**src/rtl/conv_loop_sequencer.sv**
```systemverilog
// Restartable FSM that walks the six-deep conv loop nest (to,row,col,ti,i,j)
// and issues one registered address beat per accepted valid/ready handshake.
module conv_loop_sequencer #(
    parameter int TM = 7,
    parameter int TN = 3,
    parameter int TR = 10,
    parameter int TC = 10,
    parameter int K  = 6,
    parameter int S  = 1,
    parameter int AW = 16
) (
    input  logic          clk_i,
    input  logic          rst_i,
    input  logic          start_i,
    input  logic          abort_i,
    input  logic          pe_ready_i,
    output logic          beat_vld_o,
    output logic [AW-1:0] in_addr_o,
    output logic [AW-1:0] wt_addr_o,
    output logic [AW-1:0] out_addr_o,
    output logic          acc_clr_o,
    output logic          acc_last_o,
    output logic          busy_o,
    output logic          done_o
);
    localparam int IN_W = S * (TC - 1) + K;
    localparam int IN_H = S * (TR - 1) + K;
    localparam int TMW  = $clog2(TM > 1 ? TM : 2);
    localparam int TNW  = $clog2(TN > 1 ? TN : 2);
    localparam int TRW  = $clog2(TR > 1 ? TR : 2);
    localparam int TCW  = $clog2(TC > 1 ? TC : 2);
    localparam int KW   = $clog2(K > 1 ? K : 2);
    localparam logic LAST0 = (TN == 1) && (K == 1);

    typedef enum logic [1:0] {IDLE, RUN, DONE} state_t;

    state_t           state_q;
    logic [TMW-1:0]   to_q, to_d;
    logic [TRW-1:0]   row_q, row_d;
    logic [TCW-1:0]   col_q, col_d;
    logic [TNW-1:0]   ti_q, ti_d;
    logic [KW-1:0]    i_q, i_d, j_q, j_d;
    logic             vld_q, clr_q, last_q, busy_q, done_q;
    logic [AW-1:0]    in_q, wt_q, out_q;
    logic [AW-1:0]    in_nx, wt_nx, out_nx;
    logic             clr_nx, last_nx;
    logic             w_j, w_i, w_ti, w_col, w_row, w_to, final_beat;

    // Odometer carry chain: j is the fastest digit, to the slowest.
    always_comb begin
        w_j   = (j_q   == KW'(K - 1));
        w_i   = (i_q   == KW'(K - 1));
        w_ti  = (ti_q  == TNW'(TN - 1));
        w_col = (col_q == TCW'(TC - 1));
        w_row = (row_q == TRW'(TR - 1));
        w_to  = (to_q  == TMW'(TM - 1));
        final_beat = w_j && w_i && w_ti && w_col && w_row && w_to;

        j_d   = w_j ? '0 : j_q + 1'b1;
        i_d   = i_q;
        ti_d  = ti_q;
        col_d = col_q;
        row_d = row_q;
        to_d  = to_q;
        if (w_j)                             i_d   = w_i   ? '0 : i_q + 1'b1;
        if (w_j && w_i)                      ti_d  = w_ti  ? '0 : ti_q + 1'b1;
        if (w_j && w_i && w_ti)              col_d = w_col ? '0 : col_q + 1'b1;
        if (w_j && w_i && w_ti && w_col)     row_d = w_row ? '0 : row_q + 1'b1;
        if (w_j && w_i && w_ti && w_col && w_row) to_d = w_to ? '0 : to_q + 1'b1;

        in_nx  = AW'(ti_d) * AW'(IN_H * IN_W)
               + (AW'(S) * AW'(row_d) + AW'(i_d)) * AW'(IN_W)
               + AW'(S) * AW'(col_d) + AW'(j_d);
        wt_nx  = ((AW'(to_d) * AW'(TN) + AW'(ti_d)) * AW'(K) + AW'(i_d)) * AW'(K) + AW'(j_d);
        out_nx = (AW'(to_d) * AW'(TR) + AW'(row_d)) * AW'(TC) + AW'(col_d);
        clr_nx  = (ti_d == '0) && (i_d == '0) && (j_d == '0);
        last_nx = (ti_d == TNW'(TN - 1)) && (i_d == KW'(K - 1)) && (j_d == KW'(K - 1));
    end

    always_ff @(posedge clk_i or posedge rst_i) begin
        if (rst_i) begin
            state_q <= IDLE;
            to_q <= '0; row_q <= '0; col_q <= '0; ti_q <= '0; i_q <= '0; j_q <= '0;
            vld_q <= 1'b0; in_q <= '0; wt_q <= '0; out_q <= '0;
            clr_q <= 1'b0; last_q <= 1'b0; busy_q <= 1'b0; done_q <= 1'b0;
        end else begin
            done_q <= 1'b0;
            case (state_q)
                IDLE: begin
                    if (start_i && !abort_i) begin
                        state_q <= RUN;
                        to_q <= '0; row_q <= '0; col_q <= '0; ti_q <= '0; i_q <= '0; j_q <= '0;
                        vld_q  <= 1'b1;
                        in_q   <= '0; wt_q <= '0; out_q <= '0;
                        clr_q  <= 1'b1;
                        last_q <= LAST0;
                        busy_q <= 1'b1;
                    end
                end
                RUN: begin
                    if (abort_i || (vld_q && pe_ready_i && final_beat)) begin
                        // Abort and end-of-pass both park the counters at zero.
                        state_q <= abort_i ? IDLE : DONE;
                        done_q  <= !abort_i;
                        to_q <= '0; row_q <= '0; col_q <= '0; ti_q <= '0; i_q <= '0; j_q <= '0;
                        vld_q <= 1'b0; in_q <= '0; wt_q <= '0; out_q <= '0;
                        clr_q <= 1'b0; last_q <= 1'b0; busy_q <= 1'b0;
                    end else if (vld_q && pe_ready_i) begin
                        to_q <= to_d; row_q <= row_d; col_q <= col_d;
                        ti_q <= ti_d; i_q <= i_d; j_q <= j_d;
                        in_q   <= in_nx;
                        wt_q   <= wt_nx;
                        out_q  <= out_nx;
                        clr_q  <= clr_nx;
                        last_q <= last_nx;
                    end
                end
                DONE:    state_q <= IDLE;
                default: state_q <= IDLE;
            endcase
        end
    end

    assign beat_vld_o = vld_q;
    assign in_addr_o  = in_q;
    assign wt_addr_o  = wt_q;
    assign out_addr_o = out_q;
    assign acc_clr_o  = clr_q;
    assign acc_last_o = last_q;
    assign busy_o     = busy_q;
    assign done_o     = done_q;
endmodule

```
**config.mk**
```make
export PLATFORM = sky130hd
export DESIGN_NAME = conv_loop_sequencer
export DESIGN_NICKNAME = d
export VERILOG_FILES = /design/src/rtl/conv_loop_sequencer.sv
export SDC_FILE = /design/constraint.sdc
export NUM_CORES = 1
export LEC_CHECK = 0
export BUFFER_PORTS_ARGS = -buffer_cell sky130_fd_sc_hd__buf_2
export CELL_PAD_IN_SITES_DETAIL_PLACEMENT = 1
export CELL_PAD_IN_SITES_GLOBAL_PLACEMENT = 2
export CORE_UTILIZATION = 39
export CTS_BUF_LIST = sky130_fd_sc_hd__clkbuf_8
export CTS_CLUSTER_DIAMETER = 120
export DETAILED_ROUTE_END_ITERATION = 10
export GPL_ROUTABILITY_DRIVEN = 0
export PLACE_DENSITY = 0.82
export SLEW_MARGIN = 25
export SYNTH_ARGS = -nofsm -noshare
export SYNTH_HDL_FRONTEND = slang
export SYNTH_SLANG_ARGS = --single-unit
```
**constraint.sdc**
```tcl
create_clock -name clk_i -period 6.9 [get_ports clk_i]
set_clock_uncertainty 0.1 [all_clocks]
set_input_delay 1.38 -clock clk_i [delete_from_list [all_inputs] [get_ports clk_i]]
set_output_delay 1.38 -clock clk_i [all_outputs]
set_load 0.05 [all_outputs]
```
Word level (Yosys, flattened, before mapping)
Index checks and enable logic that the tools add are counted.
{"block": "op_classes", "addsub": 15, "eq_ne": 13, "muxes": 58, "n_mul": 7, "reduce_logical": 22}
{"operator": "16-bit 2-to-1 mux", "count": 7}
{"operator": "16-bit one-hot mux with 2 select lines", "count": 3}
{"operator": "3-bit 2-to-1 mux", "count": 12}
{"operator": "4-bit 2-to-1 mux", "count": 9}
{"operator": "3-bit one-hot mux with 2 select lines", "count": 3}
{"operator": "2-bit 2-to-1 mux", "count": 8}
{"operator": "4-bit one-hot mux with 2 select lines", "count": 2}
{"operator": "3-bit == test, second input constant", "count": 5}
{"operator": "13-bit by 3-bit adder with 14-bit output", "count": 1}
{"operator": "12-bit by 3-bit adder with 13-bit output", "count": 1}
{"operator": "12-bit by 4-bit adder with 13-bit output", "count": 1}
{"operator": "11-bit by 4-bit adder with 12-bit output", "count": 1}
{"operator": "1-bit logical AND", "count": 12}
{"operator": "10-bit by 2-bit multiplier with 12-bit output, second input constant", "count": 1}
{"operator": "10-bit by 9-bit adder with 11-bit output", "count": 1}
{"operator": "8-bit by 3-bit multiplier with 11-bit output, second input constant", "count": 1}
{"operator": "9-bit by 3-bit adder with 10-bit output", "count": 1}
{"operator": "2-bit by 8-bit multiplier with 10-bit output, second input constant", "count": 1}
{"operator": "3-bit by 1-bit adder with 3-bit output, second input constant", "count": 3}
{"operator": "5-bit by 4-bit multiplier with 9-bit output, second input constant", "count": 1}
{"operator": "1-bit 2-to-1 mux", "count": 9}
{"operator": "4-bit by 1-bit adder with 4-bit output, second input constant", "count": 2}
{"operator": "7-bit by 4-bit adder with 8-bit output", "count": 1}
{"operator": "4-bit == test, second input constant", "count": 2}
{"operator": "19 further kinds", "count": 27}
{"block": "word_totals", "inputBits": 5, "out_inout_bits": 53, "word_cells": 129, "reg_bits": 73}

Depth between registers and ports, before layout
{"block": "logic_depth", "word_depth": 15, "depth_mapped": 30, "mapped_depth_nobuf": 29}

Least setup slack after synthesis
Ideal clock, no wire load.
{"block": "synth_path", "path_type": "register -> register", "startpoint": "register j_q[1]", "endpoint": "register wt_q[11] (netlist: wt_addr_o[11])", "setup_time_ps": 69, "t_required_ps": 6731, "path_stages_with_launch": 28, "slack_ps": 569, "n_path_buf": 0, "synth_period_minus_slack_ps": 6331, "t_arrival_ps": 6161, "path_cell_list": "dfrtp_1 > nand4b_4 > nor4_2 > and4_1 > nand2_1 > o21ai_1 > xor2_1 > ha_1 > a21o_1 > ha_1 > a21o_1 > and3_1 > a211o_1 > ha_1 > o22ai_1 > a211o_1 > o2111ai_4 > nand3_1 > nor3b_1 > o21bai_1 > a22o_1 > ha_1 > or3_1 > o21ai_0 > a31oi_1 > xnor2_1 > a311o_1 > nand3_1"}
{"block": "synth_via", "elab_chain_cells": 15, "word_cells_on_any_way": 24, "classes_between": "add/sub: 4; mul: 3; eq/ne: 2; mux: 7; reduce/logical: 8"}
{"item": "start: declaration", "line_no": "42", "source": "logic [KW-1:0] i_q, i_d, j_q, j_d;"}
{"item": "start signal: assignment", "line_no": "110", "source": "ti_q <= ti_d; i_q <= i_d; j_q <= j_d;"}
{"item": "3-bit == test", "line_no": "51", "source": "w_j = (j_q == KW'(K - 1));"}
{"item": "1-bit logical AND", "line_no": "57, 66, 69"}
{"item": "1-bit logical AND (3 in series)", "line_no": "57, 69"}
{"item": "3-bit 2-to-1 mux", "line_no": "69", "source": "if (w_j && w_i && w_ti && w_col && w_row) to_d = w_to ? '0 : to_q + 1'b1;"}
{"item": "3-bit by 2-bit multiplier with 5-bit output", "line_no": "74", "source": "wt_nx = ((AW'(to_d) * AW'(TN) + AW'(ti_d)) * AW'(K) + AW'(i_d)) * AW'(K) + AW'(j_d);"}
{"item": "5-bit by 2-bit adder with 6-bit output", "line_no": "74"}
{"item": "6-bit by 2-bit multiplier with 8-bit output", "line_no": "74"}
{"item": "9-bit by 3-bit adder with 10-bit output", "line_no": "74"}
{"item": "10-bit by 2-bit multiplier with 12-bit output", "line_no": "74"}
{"item": "13-bit by 3-bit adder with 14-bit output", "line_no": "74"}
{"item": "16-bit 2-to-1 mux", "line_no": "108", "source": "end else if (vld_q && pe_ready_i) begin"}
{"item": "16-bit 2-to-1 mux", "line_no": "101", "source": "if (abort_i || (vld_q && pe_ready_i && final_beat)) begin"}
{"item": "16-bit one-hot mux with 2 select lines", "line_no": "88", "source": "case (state_q)"}
{"item": "end signal: assignment", "line_no": "112", "source": "wt_q <= wt_nx;"}
{"item": "end: declaration", "line_no": "44", "source": "logic [AW-1:0] in_q, wt_q, out_q;"}
Several ways; a longest one is shown, not always the timed one. The select of a mux whose other input is x is not followed.
A chain may end at the register's enable or synchronous reset.

Worst setup path after layout
Same ends and word-level chain as after synthesis.

==> out/results.ini <==
[sta]
relSlewSlack = 0.4516
min_period_over_period = 0.9509
finalWorstPathRequiredPeriod_ps = 6561
setup_viol = 0
rsz0062_at_grt = no
worstMarginPinSlew_ps = 816.3
hold_viol = 0
slew_violations = 0
max_freq_ghz = 0.1524

[critical_path]
arrival_ps = 6750
required_ps = 7090
critical_path_class = reg -> reg
end_kind = register
crit_path_max_fanout = 7
r2r_cells = 27
startpoint_type = register

[route]
num_vias = 4668
final_antenna_net_count = 0
wl_mm = 14.28
viasPerCell = 5.281
drt_iter0_drc = 189
drtPass1Iterations = 4
wl_per_cell_um = 16.15
drc = 0

[global_route]
grt_overflow = 0
antenna_found_initial = 0
grt_usage = 0.1955
grt_max_degree = 61
grt_pass1_vias = 4716
grt_pass1_wl_mm = 23.16

[cells_and_area]
multi_input_area_um2 = 4015
drive_gt1_frac = 0.1671
antenna_cells = 0
final_nets = 804
regArea_um2 = 1505
fill_cells = 1688
area_growth_pct = 13.92
finalCoreUtilization = 0.4543

[yosys]
ys_top_cells_by_count = ha_1 (78), inv_1 (70), nand2_1 (68)
avgSynthCellArea_um2 = 9.056
async_flop_share = 1.000
synth_area_leaders = dfrtp_1 (26%), ha_1 (17%), fa_1 (9.0%), xnor2_1 (5.4%), inv_1 (4.5%)
synth.top_cell.area_share = 0.2591
yosys_warnings = 0
synth_most_common_cell = ha_1
seq_area_frac_synth = 0.2591
ys_ff_latch = 60
yosysTopAreaCell = dfrtp_1
ys_types = 58
synthCells = 640
synth_flop_cell = dfrtp_1
netlist_area_um2 = 5796
synth-edff-count = 0

[die]
pin_count = 58
coreArea_um2 = 14530
die-area_um2 = 15350
start_util = 0.3988
dieWidth_um = 123.9
rows = 44
die_h_um = 123.9

[clock_tree]
ctsHtreeMaxLevel = 3
cts-root-buf = clkbuf_8
clock_sinks = 60
ctsHoldBuffers = 0
clk_latency_ps = 360
cts_tree = done
cts_buffers = 9
clk_pin_slew_ps = 90
clockBufferDepth = 2

[power_and_ir_drop]
pwr-share-seq = 0.445
p_leak_nw = 3.474
ir_worst_vdd_mv = 0.09928
internal_power_mw = 0.5717
power_per_cell_area_nw_per_um2 = 122.3
swShare = 0.2921
p_sw_mw = 0.2359
fin_total_pwr_mw = 0.8076
clock_power_share = 0.456
pwr-share-comb = 0.099

[place]
io_buffers = 46
dpl.hpwl_mm = 11.00

[worst_hold_path]
hold_class = reg -> reg
hold_depth = 2

[run_status]
status = complete, no violations

[run]
max-cap-violations = 0

==> stage by stage <==
stage,setup TNS [ps],cell area (um2),std cells,setup WS (ps),hold slack (ps)
finish,0,6603,884,338.9,379.3
CTS,0,6425,876,35.99,387.5
global placement,0,6196,860,272.5,356.9
floorplan,0,5833,650,569.4,371.2
detailed placement,-103.1,6196,860,-59.70,370.0
global route,0,6603,884,5.078,400.5
==> worst paths after layout <==
| kind | endpoint | from | slack, ps |
|---|---|---|---|
| worst min register to register | out_addr_o[6] | out_addr_o[6] | 380 |
| worst max register to register | wt_addr_o[11] | j_q[1] | 340 |
| worst max-delay path | wt_addr_o[11] | j_q[1] | 340 |
| max in group asynchronous | row_q[1] | rst_i | 4950 |
| min in group asynchronous | in_addr_o[1] | rst_i | 1130 |
| worst min-delay path | out_addr_o[6] | out_addr_o[6] | 380 |
==> state kept, by name (all words and copies together) (netlist names) <==
signal and count:
out_addr_o 12, ti_q 2, done_o 1, state_q 2, acc_last_o 1, in_addr_o 11, acc_clr_o 1, wt_addr_o 12
j_q 3, to_q 3, col_q 4, i_q 3, row_q 4, busy_o 1
==> worst max-delay path, cell delays in order (launching register included) <==
cell	delay (ps)
dfrtp_1	440
nand4b_4	260
nor4_4	260
and4_4	270
nand2_1	110
o21ai_4	210
xor2_1	100
ha_1	310
ha_1	170
inv_1	60
fa_1	430
xnor2_2	290
ha_2	370
nor2b_2	170
o21a_1	160
a2111o_1	420
o2111ai_4	110
nand3_2	150
nor3b_2	200
o21bai_1	130
a22o_1	220
ha_2	340
or3_1	370
o21ai_0	90
a31oi_1	100
xnor2_2	210
a311o_1	380
nand3_1	70
==> kinds of logic after synthesis <==
group                    count (synthesis)  share of synthesized area
other                                    1                  0.0006470
flip-flops                              60                     0.2591
AND/OR/NAND/NOR                        159                     0.1427
AO/OA/AOI/OAI                          158                     0.1749
adder cells (fa/ha/maj)                104                     0.2582
XOR/XNOR                                52                    0.07858
buffers and inverters                  101                    0.07664
multiplexers                             5                   0.009283
==> placed cells by master, fill, tap and decap left out, types with 4 or more instances in the layout <==
cell / count
a211oi_1: 4
conb_1: 11
nand3_1: 10
a21oi_1: 35
o31ai_1: 5
o21ai_1: 4
dfrtp_1: 57
nor2_1: 25
nand4_1: 5
xnor2_1: 33
xor2_1: 15
nor3_1: 5
a22o_1: 13
nand2_1: 68
nand3b_1: 5
o21bai_1: 9
nor2b_1: 8
buf_4: 19
a21o_1: 15
ha_1: 75
buf_2: 46
fa_1: 25
o21ai_0: 50
inv_1: 70
clkbuf_8: 9
==> routing by layer <==
layer  vias to the layer above  track usage  wire [um]
met5                         -            0          0
met4                         0      0.05432        172
met3                        12      0.02930        282
met2                        52       0.3396       7018
met1                      2324       0.2507       6809
li1                       2280            -          -
==> power by group through the flow <==
stage                     clock [mW]  sequential, mW  combinational, mW
after global routing           0.396           0.360             0.0877
final                          0.368           0.359             0.0802
after floorplan                    0           0.376             0.0570
after detailed placement           0           0.366             0.0810
after CTS                      0.381           0.359             0.0814
after global placement             0           0.366             0.0783
==> what timing repair did <==
action | CTS | global route
buffers inserted | 0 | 8
gates resized for setup | 3 | 24
endpoints found under the setup margin | 3 | 8
pin swaps | 0 | 6
==> final cells by class <==
class | instances | area share
clock buffer | 9 | 0.01876
inverter | 70 | 0.03980
sequential | 60 | 0.2280
tap | 184 | 0.03487
multi-input combinational | 489 | 0.6081
timing repair buffer | 65 | 0.05647
clock inverter | 7 | 0.01402
No activity file was read; power rests on OpenSTA's default activity.
